$ cat src/rtl/ifetch_pkg.sv
// Shared types and constants for the instruction-fetch controller.
package ifetch_pkg;

  typedef enum logic [1:0] {
    StIdle,
    StFetch,
    StHalt
  } state_e;

  localparam logic [31:0] FETCH_STEP = 32'd4;

  typedef struct packed {
    logic [31:0] pc;
    logic [31:0] instr;
  } entry_t;

endpackage

$ cat src/rtl/ifetch_if.sv
// Instruction-memory bus and decode-side valid/ready handshake of the fetch controller.
interface ifetch_if;
  logic        mem_read;
  logic [31:0] mem_addr;
  logic [31:0] mem_rdata;
  logic        out_valid;
  logic        out_ready;
  logic [31:0] out_instr;
  logic [31:0] out_pc;

  modport master (
    output mem_read, mem_addr, out_valid, out_instr, out_pc,
    input  mem_rdata, out_ready
  );

  modport slave (
    input  mem_read, mem_addr, out_valid, out_instr, out_pc,
    output mem_rdata, out_ready
  );
endinterface

$ cat src/rtl/ifetch_fifo.sv
// Prefetch buffer: circular FIFO of {pc, instr} entries with synchronous flush.
module ifetch_fifo
  import ifetch_pkg::*;
#(
  parameter int unsigned Depth = 2,
  localparam int unsigned PtrW = $clog2(Depth),
  localparam int unsigned CntW = $clog2(Depth + 1)
) (
  input  logic            clk_i,
  input  logic            rst_i,
  input  logic            push_i,
  input  entry_t          push_data_i,
  input  logic            pop_i,
  input  logic            flush_i,
  output entry_t          head_o,
  output logic            full_o,
  output logic            empty_o,
  output logic [CntW-1:0] count_o
);

  logic [PtrW-1:0] wr_ptr_q, wr_ptr_d;
  logic [PtrW-1:0] rd_ptr_q, rd_ptr_d;
  logic [CntW-1:0] count_q, count_d;
  entry_t          mem_q [Depth];

  function automatic logic [PtrW-1:0] ptr_inc(logic [PtrW-1:0] p);
    return (p == PtrW'(Depth - 1)) ? '0 : p + PtrW'(1);
  endfunction

  always_comb begin
    wr_ptr_d = wr_ptr_q;
    rd_ptr_d = rd_ptr_q;
    count_d  = count_q;
    if (flush_i) begin
      wr_ptr_d = '0;
      rd_ptr_d = '0;
      count_d  = '0;
    end else begin
      if (push_i) wr_ptr_d = ptr_inc(wr_ptr_q);
      if (pop_i)  rd_ptr_d = ptr_inc(rd_ptr_q);
      count_d = count_q + CntW'(push_i) - CntW'(pop_i);
    end
  end

  always_ff @(posedge clk_i or posedge rst_i) begin
    if (rst_i) begin
      wr_ptr_q <= '0;
      rd_ptr_q <= '0;
      count_q  <= '0;
    end else begin
      wr_ptr_q <= wr_ptr_d;
      rd_ptr_q <= rd_ptr_d;
      count_q  <= count_d;
    end
  end

  // Storage needs no reset: the head is only observed while the count is non-zero.
  always_ff @(posedge clk_i) begin
    if (push_i && !flush_i) mem_q[wr_ptr_q] <= push_data_i;
  end

  assign head_o  = mem_q[rd_ptr_q];
  assign full_o  = (count_q == CntW'(Depth));
  assign empty_o = (count_q == '0);
  assign count_o = count_q;

endmodule

$ cat src/rtl/ifetch_ctrl.sv
// Instruction-fetch controller: PC sequencing, redirect handling, prefetch buffer.
// Optional IFETCH_HALT_ON_ZERO_EN: a fetched all-zero word halts fetching instead of being queued.
module ifetch_ctrl
  import ifetch_pkg::*;
#(
  parameter logic [31:0] RESET_PC   = 32'h0,
  parameter int unsigned PC_LIMIT   = 32,
  parameter int unsigned FIFO_DEPTH = 2
) (
  input  logic            clk,
  input  logic            reset,
  input  logic            start,
  input  logic            redirect_valid,
  input  logic [31:0]     redirect_pc,
  ifetch_if.master        bus,
  output logic            busy,
  output logic            halted
);

  localparam int unsigned CntW = $clog2(FIFO_DEPTH + 1);

  state_e          state_q, state_d;
  logic [31:0]     pc_q, pc_d;
  logic            busy_q;
  logic [31:0]     pc_inc, pc_next, redirect_tgt;
  logic            fifo_full, fifo_empty;
  logic [CntW-1:0] fifo_count;
  entry_t          fifo_head;
  logic            pop_raw, fetch_en, do_fetch, do_pop, do_push, zero_word;

  assign pc_inc       = pc_q + FETCH_STEP;
  assign pc_next      = (pc_inc >= PC_LIMIT) ? RESET_PC : pc_inc;
  assign redirect_tgt = redirect_pc & ~32'h3;

  assign pop_raw  = bus.out_valid && bus.out_ready;
  assign fetch_en = (state_q == StFetch) && (!fifo_full || pop_raw);
  // A redirect discards both the same-cycle fetch and the same-cycle pop.
  assign do_fetch = fetch_en && !redirect_valid;
  assign do_pop   = pop_raw && !redirect_valid;

`ifdef IFETCH_HALT_ON_ZERO_EN
  assign zero_word = (bus.mem_rdata == 32'h0);
`else
  assign zero_word = 1'b0;
`endif

  assign do_push = do_fetch && !zero_word;

  always_comb begin
    state_d = state_q;
    pc_d    = pc_q;
    unique case (state_q)
      StIdle: begin
        if (redirect_valid) pc_d = redirect_tgt;
        if (start) state_d = StFetch;
      end
      StFetch: begin
        if (redirect_valid) begin
          pc_d = redirect_tgt;
        end else if (do_fetch) begin
          if (zero_word) state_d = StHalt;
          else           pc_d    = pc_next;
        end
      end
      StHalt: begin
        if (redirect_valid) begin
          pc_d    = redirect_tgt;
          state_d = StFetch;
        end
      end
      default: state_d = StIdle;
    endcase
  end

  always_ff @(posedge clk or posedge reset) begin
    if (reset) begin
      state_q <= StIdle;
      pc_q    <= RESET_PC;
      busy_q  <= 1'b0;
    end else begin
      state_q <= state_d;
      pc_q    <= pc_d;
      busy_q  <= (state_d != StIdle);
    end
  end

`ifdef IFETCH_HALT_ON_ZERO_EN
  logic halted_q;
  always_ff @(posedge clk or posedge reset) begin
    if (reset) halted_q <= 1'b0;
    else       halted_q <= (state_d == StHalt);
  end
  assign halted = halted_q;
`else
  assign halted = 1'b0;
`endif

  ifetch_fifo #(
    .Depth(FIFO_DEPTH)
  ) u_fifo (
    .clk_i      (clk),
    .rst_i      (reset),
    .push_i     (do_push),
    .push_data_i('{pc: pc_q, instr: bus.mem_rdata}),
    .pop_i      (do_pop),
    .flush_i    (redirect_valid),
    .head_o     (fifo_head),
    .full_o     (fifo_full),
    .empty_o    (fifo_empty),
    .count_o    (fifo_count)
  );

  logic unused_count;
  assign unused_count = ^fifo_count;

  assign busy          = busy_q;
  assign bus.mem_read  = fetch_en;
  assign bus.mem_addr  = pc_q;
  assign bus.out_valid = !fifo_empty;
  assign bus.out_instr = fifo_empty ? 32'h0 : fifo_head.instr;
  assign bus.out_pc    = fifo_empty ? 32'h0 : fifo_head.pc;

endmodule
$ cat src/flat_wrapper.sv
// flat-port wrapper written by rule: the top's interface ports become plain ports
module ifetch_ctrl_flat import ifetch_pkg::*;
#(
  parameter logic [31:0] RESET_PC   = 32'h0,
  parameter int unsigned PC_LIMIT   = 32,
  parameter int unsigned FIFO_DEPTH = 2
)
  (clk, reset, start, redirect_valid, redirect_pc, busy, halted, bus_mem_read, bus_mem_addr, bus_out_valid, bus_out_instr, bus_out_pc, bus_mem_rdata, bus_out_ready);
  ifetch_if bus_i ();
  input  logic clk;
  input  logic reset;
  input  logic start;
  input  logic redirect_valid;
  input  logic [31:0] redirect_pc;
  output logic busy;
  output logic halted;
  output wire logic [$bits(bus_i.mem_read)-1:0] bus_mem_read;
  output wire logic [$bits(bus_i.mem_addr)-1:0] bus_mem_addr;
  output wire logic [$bits(bus_i.out_valid)-1:0] bus_out_valid;
  output wire logic [$bits(bus_i.out_instr)-1:0] bus_out_instr;
  output wire logic [$bits(bus_i.out_pc)-1:0] bus_out_pc;
  input wire logic [$bits(bus_i.mem_rdata)-1:0] bus_mem_rdata;
  input wire logic [$bits(bus_i.out_ready)-1:0] bus_out_ready;
  assign bus_mem_read = bus_i.mem_read;
  assign bus_mem_addr = bus_i.mem_addr;
  assign bus_out_valid = bus_i.out_valid;
  assign bus_out_instr = bus_i.out_instr;
  assign bus_out_pc = bus_i.out_pc;
  assign bus_i.mem_rdata = bus_mem_rdata;
  assign bus_i.out_ready = bus_out_ready;
  ifetch_ctrl #(.RESET_PC(RESET_PC), .PC_LIMIT(PC_LIMIT), .FIFO_DEPTH(FIFO_DEPTH)) u_core (.clk(clk), .reset(reset), .start(start), .redirect_valid(redirect_valid), .redirect_pc(redirect_pc), .bus(bus_i), .busy(busy), .halted(halted));
endmodule
$ cat config.mk
export PLATFORM = sky130hd
export DESIGN_NAME = ifetch_ctrl_flat
export DESIGN_NICKNAME = d
export VERILOG_FILES = /design/src/rtl/ifetch_pkg.sv /design/src/rtl/ifetch_if.sv /design/src/rtl/ifetch_fifo.sv /design/src/rtl/ifetch_ctrl.sv /design/src/flat_wrapper.sv
export SDC_FILE = /design/constraint.sdc
export NUM_CORES = 1
export LEC_CHECK = 0
export ABC_AREA = 0
export ABC_CLOCK_PERIOD_IN_PS = 5600
export BUFFER_PORTS_ARGS = -buffer_cell sky130_fd_sc_hd__buf_2
export CAP_MARGIN = 5
export CORE_MARGIN = 2
export CORE_UTILIZATION = 40
export DETAILED_ROUTE_END_ITERATION = 12
export GPL_ROUTABILITY_DRIVEN = 0
export PLACE_DENSITY = 0.59
export REMOVE_ABC_BUFFERS = 1
export SYNTH_ARGS = -nofsm -noshare
export SYNTH_HDL_FRONTEND = slang
export SYNTH_SLANG_ARGS = --single-unit
$ cat constraint.sdc
create_clock -name clk -period 5.6 [get_ports clk]
set_clock_uncertainty 0.15 [all_clocks]
set_input_delay 0.28 -clock clk [delete_from_list [all_inputs] [get_ports clk]]
set_output_delay 0.28 -clock clk [all_outputs]
set_load 0.005 [all_outputs]
# Yosys cells after proc, flatten, opt, wreduce, memory -nomap -nowiden
# Memories as Yosys holds them, arrays and structs flattened.
# Cells that the tools add are included.
[word_totals]
ramBits = 128
memories = 1
in_bits = 69
out_inout_bits = 100
elab_cells = 54
regBits = 39
[classes]
mux = 19
add_sub_neg = 5
n_lt_le_gt_ge = 1
reduce_logical = 17
eq_ne = 5
[memory_table]
columns = ["name", "words", "word_bits", "rd", "rd_ports_with_merged_regs", "wr", "line", "rtl"]
rows = [
  ["u_core.u_fifo.mem_q", 2, 64, 1, 0, 1, "ifetch_fifo.sv:24", "entry_t mem_q [Depth];"],
]
[op_table]
columns = ["operator", "n"]
rows = [
  ["$mux W32", 6],
  ["$pmux W32 S2", 1],
  ["$add A32 B3 Y32 const B", 1],
  ["$ge A32 B6 Y1 const B", 1],
  ["$mux W1", 8],
  ["$reduce_bool A2 Y1", 4],
  ["$mux W2", 3],
  ["$pmux W2 S3", 1],
  ["$logic_and A1 B1 Y1", 5],
  ["$eq A2 B2 Y1 const B", 2],
  ["$logic_not A2 Y1", 2],
  ["$logic_not A1 Y1", 3],
  ["$ne A3 B3 Y1 const B", 1],
  ["$reduce_and A3 Y1", 1],
  ["$add A1 B1 Y1 const B", 2],
  ["$add A2 B1 Y2", 1],
  ["$eq A2 B1 Y1 const B", 1],
  ["$ne A2 B1 Y1 const B", 1],
  ["$reduce_or A2 Y1", 1],
  ["$sub A2 B1 Y2", 1],
  ["$logic_or A1 B1 Y1", 1],
]

# Depth between registers and ports, before layout
# Gate-level depths: netlist (run 1).
[depth]
depth_word = 9
mapped_depth = 9
mapped_depth_nobuf = 9

# By module
# Synthesis (run 1) repeated with hierarchy kept, for this count alone.
[unflattened]
cells_unflattened = 532
area_unflattened_um2 = 7425.9
[by_module_without_submodules]
columns = ["module", "cells_each", "seq_area_each_um2", "instances", "area_each_um2"]
rows = [
  ["ifetch_fifo", 219, 3943.8, 1, 5044.8],
  ["ifetch_ctrl", 313, 825.8, 1, 2381.0],
]

# Least setup slack after synthesis (run 1)
# OpenSTA, ideal clock, no wires.
[synth_path]
path_type = "flip-flop to flip-flop"
from = "register u_core.state_q[1]"
to = "memory u_core.u_fifo.mem_q[0][0] (netlist name) (enable)"
stages_incl_launch_ff = 5
period_less_slack_ps = 4240
path_slack_ps = 1360
path_buffers = 0
arrival_ps = 3607
path_cell_list = "dfrtp_1 > nand2b_1 > a21oi_1 > nand2b_1 > nor2_1"
[synth_via]
elab_chain_cells = 6
[synth_lines]
columns = ["element", "line", "rtl"]
rows = [
  ["start: declaration", "ifetch_ctrl.sv:22", "state_e state_q, state_d;"],
  ["start signal: assignment", "ifetch_ctrl.sv:77", "state_q <= StIdle;"],
  ["start signal: assignment", "ifetch_ctrl.sv:81", "state_q <= state_d;"],
  ["$eq A2 B1 Y1", "ifetch_ctrl.sv:36", "assign fetch_en = (state_q == StFetch) && (!fifo_full || pop_raw);"],
  ["$logic_and A1 B1 Y1", "ifetch_ctrl.sv:36", ""],
  ["via bus_mem_read", "flat_wrapper.sv:17", "output wire logic [$bits(bus_i.mem_read)-1:0] bus_mem_read;"],
  ["$logic_and A1 B1 Y1", "ifetch_ctrl.sv:38", "assign do_fetch = fetch_en && !redirect_valid;"],
  ["$logic_and A1 B1 Y1", "ifetch_fifo.sv:59", "if (push_i && !flush_i) mem_q[wr_ptr_q] <= push_data_i;"],
  ["$mux W1", "ifetch_fifo.sv:59", ""],
  ["$mux W1 (implied by the code)", "ifetch_fifo.sv:59", ""],
  ["end: declaration", "ifetch_fifo.sv:24", ""],
]
# The timed path passes the listed nets, and every way through them passes these cells.

# Worst setup path after layout (run 1)
[layout_path]
from = "register u_core.pc_q[4], in the netlist u_core.bus.mem_addr[4]"
to = "register u_core.pc_q[3], in the netlist u_core.bus.mem_addr[3]"
[layout_via]
elab_chain_cells = 6
[layout_lines]
columns = ["element", "line", "rtl"]
rows = [
  ["start: declaration", "ifetch_ctrl.sv:23", "logic [31:0] pc_q, pc_d;"],
  ["start signal: assignment", "ifetch_ctrl.sv:82", "pc_q <= pc_d;"],
  ["$add A32 B3 Y32", "ifetch_ctrl.sv:31", "assign pc_inc = pc_q + FETCH_STEP;"],
  ["$ge A32 B6 Y1", "ifetch_ctrl.sv:32", "assign pc_next = (pc_inc >= PC_LIMIT) ? RESET_PC : pc_inc;"],
  ["$mux W32", "ifetch_ctrl.sv:32", ""],
  ["$mux W32", "ifetch_ctrl.sv:60", "end else if (do_fetch) begin"],
  ["$mux W32", "ifetch_ctrl.sv:58", "if (redirect_valid) begin"],
  ["$pmux W32 S2", "ifetch_ctrl.sv:52", "unique case (state_q)"],
]
# Every way passes these cells. The select of a mux whose other input is x is not followed.
# A chain may end at the register's enable or synchronous reset.

==> results of run 1 <==
[kinds of logic after synthesis]
logic type                 after synthesis  share of synthesized area [%]
DFF                                    161                           67.6
buffers and inverters                   34                           2.16
muxes                                   63                           9.16
AOI/OAI and AO/OA                       28                           2.82
other                                    1                         0.0545
adders and majority gates                3                          0.545
xor gates and xnor gates                10                           1.27
and+or+nand+nor                        241                           16.4
[critical path, cell delays in order (launching register included)]
cell and delay (ns):
dfrtp_1 0.52, nand3_1 0.29, nor3_1 0.78, a31oi_1 0.24, or4_1 0.60, nor3_2 0.29, nand4_1 0.13, a21oi_1 0.19
[report_power, final]
part	switching [mW]	internal, mW	leakage (nW)
clock network	0.441	0.694	0.287
logic	0.364	0.331	1.82
registers	0.142	1.44	1.64
total	0.947	2.47	3.75
[layout make-up]
cell class / count / area (um^2)
inverter: 4 / 15.0
clock buffer: 23 / 479
timing repair buffer: 230 / 1480
clock inverter: 9 / 106
sequential: 161 / 4650
tap: 220 / 275
multi-input combinational: 350 / 2130
fill: 1475 / 7560
[per-stage QoR]
| stage | utilization (%) | total power [mW] | area, um^2 | hold slack [ns] | setup slack [ns] |
|---|---|---|---|---|---|
| after floorplan | - | 1.97 | 6760 | 0.196 | 1.36 |
| after global placement | 47.4 | 2.26 | 7920 | 0.253 | 2.54 |
| after detailed placement | 47.4 | 2.28 | 7920 | 0.269 | 2.44 |
| after CTS | 54.7 | 3.46 | 9140 | 0.00137 | 2.40 |
| after global routing | 54.7 | 3.59 | 9140 | 0.0260 | 2.10 |
| final | 54.7 | 3.41 | 9140 | 0.0172 | 2.32 |
[what timing repair did]
item / CTS / global route
endpoints found under the setup margin: 0 / 0
setup buffers: 0 / 0
hold buffers: 63 / 0
hold endpoints to repair: 132 / 0
resized for setup: 0 / 0
[sequential cells by signal (all words and copies together) (netlist names)]
signal / flops
u_core.u_fifo.rd_ptr_q: 1
u_core.state_q: 2
u_core.u_fifo.count_o: 2
u_core.u_fifo.wr_ptr_q: 1
u_core.u_fifo.mem_q: 124
u_core.bus.mem_addr: 30
u_core.busy: 1
[placed cells by master (no fill, tap or decap), types with 8 or more instances in the layout]
cell type      instances
nor3_1                11
clkbuf_16             18
nand2_1               66
dlygate4sd3_1         63
a21oi_1               10
nor4_1                 8
edfxtp_1             124
dfrtp_1               36
nand3_1               36
mux2i_1               63
buf_2                161
nor2_1                79
[worst paths after layout]
check                                      endpoint              startpoint  slack, ns
max in group asynchronous    u_core.u_fifo.rd_ptr_q                   reset       4.57
min in group asynchronous  u_core.u_fifo.count_o[0]                   reset       0.36
setup reg to reg             u_core.bus.mem_addr[3]  u_core.bus.mem_addr[4]       2.32
setup / recovery             u_core.bus.mem_addr[3]  u_core.bus.mem_addr[4]       2.32
hold / removal               u_core.bus.mem_addr[2]          redirect_pc[2]       0.02
hold reg to reg                   u_core.state_q[1]       u_core.state_q[0]       0.39
[per-layer routing]
metal	vias to the layer above	part of all wire (%)	wire length [um]	global-route usage, %
met5	-	0	0	0
met4	0	0.97	153	5.56
met3	13	5.4	855	4.00
met2	154	50	7830	31.1
met1	2349	44	6960	21.9
li1	2412	-	-	-
==> results.md, run 1 <==
* Static leakage at 3.75 nW
* Vias in the first global route at 4909
* Period Utilization, post-route at 58.5%
* PortBufs at 161
* Rows at 47
* Share of the synthesized area in the top cell type at 54.1%
* Yosys warning total at 0
* Count of cell types in the netlist at 48
* Initial Utilization at 41.2%
* Post-synth top area cell: edfxtp_1
* HPWL after DPL at 9940 um
* CTS tree: done
* CTS sink count at 161
* Synth top area cells: edfxtp_1 54%, dfrtp_1 13%, mux2i_1 9.2%
* Starting DRT DRC Count at 376
* Gr usage total at 17.7%
* Relative slew margins at 23.3%
* Setup Crit Path Kind: reg2reg
* Actual slew at the worst max-slew pin at 1.15 ns
* Slew Limit Fails at 0
* Vias at 4928
* H-tree levels at 4
* P&R area growth vs syn at 32.7%
* GR Overflow Total at 0
* Clock latency on the worst-skew pair at 0.42 ns
* Post-route ant nets at 0
* #FFs+latches synth at 161
* Number of cells on the worst reg-to-reg path at 7
* Root buf cell: clkbuf_16
* Largest net degree at the start of global routing at 64
* Reg clk slew, reported paths at 0.06 ns
* Most numerous cell in the Yosys netlist: edfxtp_1
* Post-synthesis sequential area ratio at 67.6%
* Hold Path Depth at 3
* Die Wd at 135 um
* Initial antenna violation count at 0
* Most common library cells after synthesis: 124 x edfxtp_1, 82 x nor2_1, 66 x nand2_1
* Die Ht at 135 um
* Clk buf depth at 2
* Via/cell ratio at 4.94
* Setup violators final at 0
* Final non-filler cell total at 997
* Core Area at 16700 um^2
* Max Freq at 0.305 GHz
* Main flop type after synthesis: edfxtp_1
* Post-synth EDFFs at 124
* Critical path arrival at 3.46 ns
* Final Hold Vio Count at 0
* Post-placement cell count at 902
* Mapped Area at 6880 um^2
* # IOs at 169
* Post-DR wirelength/cell at 15.8 um
* DRT Pass-1 Iters at 5
* Final net count at 836
* Max Fanout on Critical Path at 11
* Cell count after synthesis at 541
* Required time worst endpoint at 5.79 ns
* Syn avg cell area at 12.7 um^2
* First-pass GRT wire length at 24900 um
* Fin Setup TNS at 0 ns
* CTS Buf Count at 17
* Power Density at 374 nW/um^2
* Die area at 18300 um^2
* Hold Path Class: in2reg
* Max Cap Violations at 0
* Max IR drop VDD at 0.000332 V
* WL final at 15800 um
* Asr flop ratio synth at 23.0%
* Min cycle time layout at 3.28 ns
* # diodes at 0
* Result of the run: finished clean
* # DRC at 0
* Unrepaired setup endpoints after global routing: false
* Ratio of cells with drive above 1 in the final layout at 26.6%
* CP endpoint kind: register
* Startpoint Class: register
(Power assumes the default switching activity.)
==> inputs of run 2 (changes only) <==
--- a/config.mk
+++ b/config.mk
@@ -6,14 +6,14 @@
 export NUM_CORES = 1
 export LEC_CHECK = 0
 export ABC_AREA = 0
-export ABC_CLOCK_PERIOD_IN_PS = 5600
+export ABC_CLOCK_PERIOD_IN_PS = 2600
 export BUFFER_PORTS_ARGS = -buffer_cell sky130_fd_sc_hd__buf_2
 export CAP_MARGIN = 5
 export CORE_MARGIN = 2
 export CORE_UTILIZATION = 40
 export DETAILED_ROUTE_END_ITERATION = 12
 export GPL_ROUTABILITY_DRIVEN = 0
-export PLACE_DENSITY = 0.59
+export PLACE_DENSITY = 0.61
 export REMOVE_ABC_BUFFERS = 1
 export SYNTH_ARGS = -nofsm -noshare
 export SYNTH_HDL_FRONTEND = slang
==> constraint.sdc (replaced) <==
create_clock -name clk -period 2.6 [get_ports clk]
set_clock_uncertainty 0.15 [all_clocks]
set_input_delay 0.13 -clock clk [delete_from_list [all_inputs] [get_ports clk]]
set_output_delay 0.13 -clock clk [all_outputs]
set_load 0.005 [all_outputs]
==> run 2 against run 1 <==
  * The run now ends with negative setup slack left
  * Design area rose by 5.8%
  * Clock power rose by 110%
  * Sequential power rose by 110%
  * Register-to-register slack lost 2.4 ns
  * Largest power group unchanged
==> results.md, run 2 (synthesis gave the netlist of run 1 again) <==
* Result of the run: finished with violations
* Violated checks: negative setup slack
* Hold Path Class: in2async
* Setup violators final at 2 (+2)
* CP endpoint kind: register
* Die Wd at 135 um (unchanged)
* Required time worst endpoint at 2.79 ns (-3.00 ns)
* Static leakage at 4.05 nW (+7.8%)
* Max Cap Violations at 0 (unchanged)
* M1 WL at 7250 um (+4.2%)
* Routed wl met3 at 889 um (+4.0%)
* DRT Pass-1 Iters at 7 (+2)
* Vias at 5213 (+5.8%)
* CTS Buf Count at 17 (unchanged)
* Initial antenna violation count at 0 (unchanged)
* WL final at 16800 um (+6.4%)
* # IOs at 169 (unchanged)
* Startpoint Class: register
* Min cycle time layout at 2.65 ns (-0.630 ns)
* Power Density at 771 nW/um^2 (+110%)
* Met2 WL at 8430 um (+7.6%)
* Ratio of cells with drive above 1 in the final layout at 32.1% (+5.5 points)
* Relative slew margins at 52.8% (+29 points)
* Root buf cell: clkbuf_16
* Commonest non-fill, non-tap cell in the layout: buf_2
* Final net count at 887 (+6.1%)
* Clk buf depth at 2 (unchanged)
* Core Area at 16700 um^2 (unchanged)
* CTS tree: done
* GR Overflow Total at 0 (unchanged)
* Reg clk slew, reported paths at 0.06 ns (about the same)
* First-pass GRT wire length at 26400 um (+5.9%)
* Reg power frac at 43.8% (-2.6 points)
* Via/cell ratio at 4.97 (+0.64%)
* Unrepaired setup endpoints after global routing: true
* Slew Limit Fails at 0 (unchanged)
* H-tree levels at 4 (unchanged)
* Post-DR wirelength/cell at 16.0 um (+1.2%)
* Number of flip-flops in the largest register at 124 (unchanged)
* Period Utilization, post-route at 102% (+43 points)
* # diodes at 0 (unchanged)
* Rows at 47 (unchanged)
* Clock share of power at 32.3% (-0.9 points)
* Die Ht at 135 um (unchanged)
* HPWL after DPL at 11000 um (+11%)
* Post-route ant nets at 0 (unchanged)
* Initial Utilization at 41.2% (unchanged)
* # DRC at 0 (unchanged)
* Clock latency on the worst-skew pair at 0.42 ns (about the same)
* Gate power share at 23.9% (+3.6 points)
* PortBufs at 161 (unchanged)
* Fin worst setup slack at -0.0456 ns (-2.37 ns)
* Critical path arrival at 2.83 ns (-0.63 ns)
* Largest net degree at the start of global routing at 63 (-1.6%)
* Top sig layer: met4
* Sw power at 2.09 mW (+120%)
* P&R area growth vs syn at 40.4%
* Max Freq at 0.378 GHz (+24%)
* Vias in the first global route at 5214 (+6.2%)
* Setup Crit Path Kind: reg2reg
* Max Fanout on Critical Path at 4 (-7)
* Starting DRT DRC Count at 326 (-13%)
* Sw frac at 28.0% (+0.25 points)
* Fin util at 57.9% (+3.2 points)
* Actual slew at the worst max-slew pin at 0.709 ns (-0.442 ns)
* Reg with most FFs: u_core.u_fifo.mem_q
* Pint at 5.37 mW (+120%)
* Max IR drop VDD at 0.000478 V (+44%)
* CTS sink count at 161 (unchanged)
* Most frequent cells in the layout: 161 x buf_2, 124 x edfxtp_1, 79 x nor2_1
* Total Power at 7.45 mW (+120%)
* Gr usage total at 18.7% (+1.0 points)
* Die area at 18300 um^2 (unchanged)
* Final Hold Vio Count at 0 (unchanged)
==> run 2: metrics by stage <==
step,cell area [um^2],instances,worst slack (ns),hold slack (ns),TNS [ns]
2_1_floorplan,6760,515,-1.64,0.0456,-221.50
3_3_place_gp,8290,944,-0.0892,0.121,-0.198
3_5_place_dp,8290,944,-0.188,0.122,-0.492
4_1_cts,9560,1044,-0.0319,0.224,-0.0653
5_1_grt,9670,1048,-0.165,0.275,-0.421
6_report,9670,1048,-0.0456,0.222,-0.0826
==> run 2: layer usage <==
layer | vias to the layer above | track usage [%]
met4 | 0 | 6.54
met1 | 2490 | 23.2
met3 | 25 | 3.93
li1 | 2513 | -
met5 | - | 0
met2 | 185 | 32.7
==> run 2: area by class of cell <==
type	instances	area, um^2
Tap cell	220	275
Clock buffer	24	503
Multi-Input combinational cell	350	2220
Sequential cell	161	4650
Inverter	4	15.0
Timing Repair Buffer	281	1930
Fill cell	1426	7040
Clock inverter	8	73.8
==> run 2: worst max-delay path, cell delays in order (launching register included) <==
cell     delay (ns)
dfrtp_1        0.39
ha_4           0.17
nand4_1        0.12
or4_4          0.45
a221o_1        0.33
or4_4          0.43
nor3_4         0.23
nand4_1        0.13
a21oi_1        0.15
==> run 2: timing repair <==
action,in CTS,in global routing
pin swaps,7,8
endpoints found under the hold margin,138,0
hold buffers,66,0
resized for setup,5,13
setup buffers,2,4
setup endpoints to repair,3,3
==> run 2: final timing paths <==
check	start	to	slack (ns)	cells past startpoint
min	reset	u_core.u_fifo.rd_ptr_q	0.22	4
max in group asynchronous	reset	u_core.u_fifo.rd_ptr_q	1.71	4
min in group clk	bus_mem_rdata[18]	u_core.u_fifo.mem_q[1][18]	0.29	2
min reg2reg	u_core.state_q[1]	u_core.busy	0.40	1
max reg2reg	u_core.bus.mem_addr[2]	u_core.bus.mem_addr[3]	-0.05	8
max	u_core.bus.mem_addr[2]	u_core.bus.mem_addr[3]	-0.05	8
==> run 2: power groups by stage <==
stage	registers, mW	clock network [mW]	logic, mW
2_1_floorplan	3.39	0	0.850
3_3_place_gp	3.30	0	1.69
3_5_place_dp	3.31	0	1.72
4_1_cts	3.26	2.47	1.81
5_1_grt	3.29	2.58	1.97
6_report	3.26	2.41	1.78
==> inputs of run 3 (changes only) <==
--- a/config.mk
+++ b/config.mk
@@ -9,11 +9,13 @@
 export ABC_CLOCK_PERIOD_IN_PS = 2600
 export BUFFER_PORTS_ARGS = -buffer_cell sky130_fd_sc_hd__buf_2
 export CAP_MARGIN = 5
+export CELL_PAD_IN_SITES_DETAIL_PLACEMENT = 0
+export CELL_PAD_IN_SITES_GLOBAL_PLACEMENT = 1
 export CORE_MARGIN = 2
-export CORE_UTILIZATION = 40
+export CORE_UTILIZATION = 38
 export DETAILED_ROUTE_END_ITERATION = 12
 export GPL_ROUTABILITY_DRIVEN = 0
-export PLACE_DENSITY = 0.61
+export PLACE_DENSITY = 0.72
 export REMOVE_ABC_BUFFERS = 1
 export SYNTH_ARGS = -nofsm -noshare
 export SYNTH_HDL_FRONTEND = slang
==> run 3 against run 2 <==
  * The flow still finishes with violations (negative setup slack)
  * Design area grew 0.17%
  * Final cell count rose by 0.86%
  * Sequential share of layout area is 0.081 points lower
  * Power is 0.12% lower
  * Via count shrank 1.5%
  * First-iteration DRC count shrank 6.7%
  * Register-to-register slack about the same
==> results.md, run 3 (synthesis gave the netlist of run 1 again) <==
* Setup violators final at 3 (+1)
* Clk buf depth at 2 (unchanged)
* H-tree levels at 4 (unchanged)
* GR Overflow Total at 0 (unchanged)
* # diodes at 0 (unchanged)
* Initial Utilization at 38.6% (-2.6 points)
* Power Density at 769 nW/um^2 (-0.29%)
* HPWL after DPL at 11000 um (-0.28%)
* Reg with most FFs: u_core.u_fifo.mem_q
* WL final at 16400 um (-2.7%)
* CTS sink count at 161 (unchanged)
* Most frequent cells in the layout: 161 x buf_2, 124 x edfxtp_1, 79 x nor2_1
* # DRC at 0 (unchanged)
* Clock latency on the worst-skew pair at 0.41 ns (about the same)
* Initial antenna violation count at 0 (unchanged)
* Hold Path Depth at 2
* Reg clk slew, reported paths at 0.06 ns (about the same)
* WHS at 0.294 ns (+0.0725 ns)
* Slew Limit Fails at 0 (unchanged)
* Critical path arrival at 2.84 ns (about the same)
* Unrepaired setup endpoints after global routing: true
* CTS tree: done
* Number of flip-flops in the largest register at 124 (unchanged)
* Die Ht at 139 um (+2.5%)
* Max Cap Violations at 0 (unchanged)
* Routed wl met3 at 825 um (-7.2%)
* Max Freq at 0.376 GHz (-0.40%)
* Met2 WL at 8160 um (-3.2%)
* P&R area growth vs syn at 40.7%
* Core Area at 17800 um^2 (+6.8%)
* Hold Path Class: in2reg
* Vias in the first global route at 5205 (-0.17%)
* Relative slew margins at 52.4% (-0.32 points)
* M1 WL at 7200 um (-0.72%)
* Largest net degree at the start of global routing at 63 (unchanged)
* RR Endpoint: u_core.bus.mem_addr[3]
* Die area at 19200 um^2 (+5.1%)
* Gr usage total at 17.5% (-1.3 points)
* Actual slew at the worst max-slew pin at 0.713 ns (+0.00486 ns)
* Post-route ant nets at 0 (unchanged)
* Top sig layer: met4
* Hold path endpoint: u_core.u_fifo.mem_q[1][16]
* Number of cells on the worst reg-to-reg path at 10 (+2)
* Filler cells at 1553 (+8.9%)
* Min cycle time layout at 2.66 ns (+0.0107 ns)
* Max IR drop VDD at 0.000448 V (-6.2%)
* Via/cell ratio at 4.86 (-2.3%)
* First-pass GRT wire length at 26500 um (+0.21%)
* Startpoint Class: register
* DRT Pass-1 Iters at 4 (-3)
* Starting DRT DRC Count at 304 (-6.7%)
* Ratio of cells with drive above 1 in the final layout at 31.8% (-0.36 points)
* Final net count at 888 (+0.11%)
* Flop2flop setup slack at -0.06 ns (about the same)
* Die Wd at 139 um (+2.5%)
* CP endpoint kind: register
* Fin worst setup slack at -0.0563 ns (-0.0107 ns)
* Max Fanout on Critical Path at 6 (+2)
* CTS Buf Count at 17 (unchanged)
* Hold_sp: bus_mem_rdata[16]
* Required time worst endpoint at 2.79 ns (about the same)
* Setup Crit Path Kind: reg2reg
* Violated checks: negative setup slack
* Vias at 5137 (-1.5%)
* PortBufs at 161 (unchanged)
* Final Hold Vio Count at 0 (unchanged)
* Post-placement cell count at 955 (+1.2%)
* Rows at 49 (+4.3%)
* Final non-filler cell total at 1057 (+0.86%)
* Post-DR wirelength/cell at 15.5 um (-3.5%)
* Root buf cell: clkbuf_16
* Origin of the critical flop-to-flop path: u_core.bus.mem_addr[3]
* Result of the run: finished with violations
* Static leakage at 4.03 nW (-0.48%)
* # IOs at 169 (unchanged)
* Commonest non-fill, non-tap cell in the layout: buf_2
* Period Utilization, post-route at 102% (+0.41 points)
[run 3: worst max path at each step]
| stage | from | to | slack (ns) | depth (start not counted) |
|---|---|---|---|---|
| 5_1_grt | u_core.bus.mem_addr[3] | u_core.bus.mem_addr[2] | -0.17 | 8 |
| 6_report | u_core.bus.mem_addr[3] | u_core.bus.mem_addr[3] | -0.06 | 10 |
| 2_1_floorplan | u_core.state_q[1] | u_core.u_fifo.mem_q[0][0] | -1.64 | 4 |
| 3_5_place_dp | u_core.bus.mem_addr[10] | u_core.bus.mem_addr[3] | -0.20 | 9 |
| 4_1_cts | u_core.bus.mem_addr[3] | u_core.bus.mem_addr[3] | -0.01 | 8 |
| 3_3_place_gp | u_core.bus.mem_addr[2] | u_core.bus.mem_addr[2] | -0.09 | 10 |
[run 3: what timing repair did]
action                                 CTS  global route
buffers inserted                         2             2
hold buffers                            67             0
setup endpoints to repair                3             3
resized for setup                        8            10
endpoints found under the hold margin  138             0
pin swaps                               11             3
[run 3: area by class of cell]
class / count / area [um^2] / share of cell area, %
inverters: 4 / 15.0 / 0.155
multi-input cells: 350 / 2220 / 22.9
clock inverters: 12 / 140 / 1.45
repair buffers: 282 / 1940 / 20.0
flip-flops and latches: 161 / 4650 / 48.1
well taps: 229 / 287 / 2.96
clock buffers: 19 / 433 / 4.47
[run 3: stage by stage]
step                      worst slack, ns  power [mW]  instance area [um^2]  utilization (%)  setup TNS, ns
after floorplan                     -1.64        4.24                  6760                -        -221.50
after global placement            -0.0925        4.99                  8310             46.6         -0.222
after detailed placement           -0.197        5.02                  8310             46.6         -0.538
after CTS                         -0.0133        7.53                  9610             53.9        -0.0229
after global routing               -0.172        7.87                  9680             54.3         -0.412
final                             -0.0563        7.45                  9680             54.3         -0.125
[run 3: per-layer routing]
metal  track usage (%)  up-vias
met5                 0        -
met4              5.48        0
met3              4.04       12
met2              29.9      149
met1              22.2     2451
li1                  -     2525
[run 3: critical path, cell delays in order (launching register included)]
cell and delay (ns):
dfrtp_1 0.39, buf_4 0.15, nand3_1 0.11, or3_2 0.50, buf_4 0.17, nor4_2 0.35, nor3_2 0.11, nor4b_4 0.27
buf_4 0.16, nand4_1 0.11, a21oi_2 0.13
[run 3: power by group]
| group | switching [mW] | internal, mW |
|---|---|---|
| clock network | 0.914 | 1.49 |
| logic | 0.963 | 0.808 |
| registers | 0.160 | 3.11 |
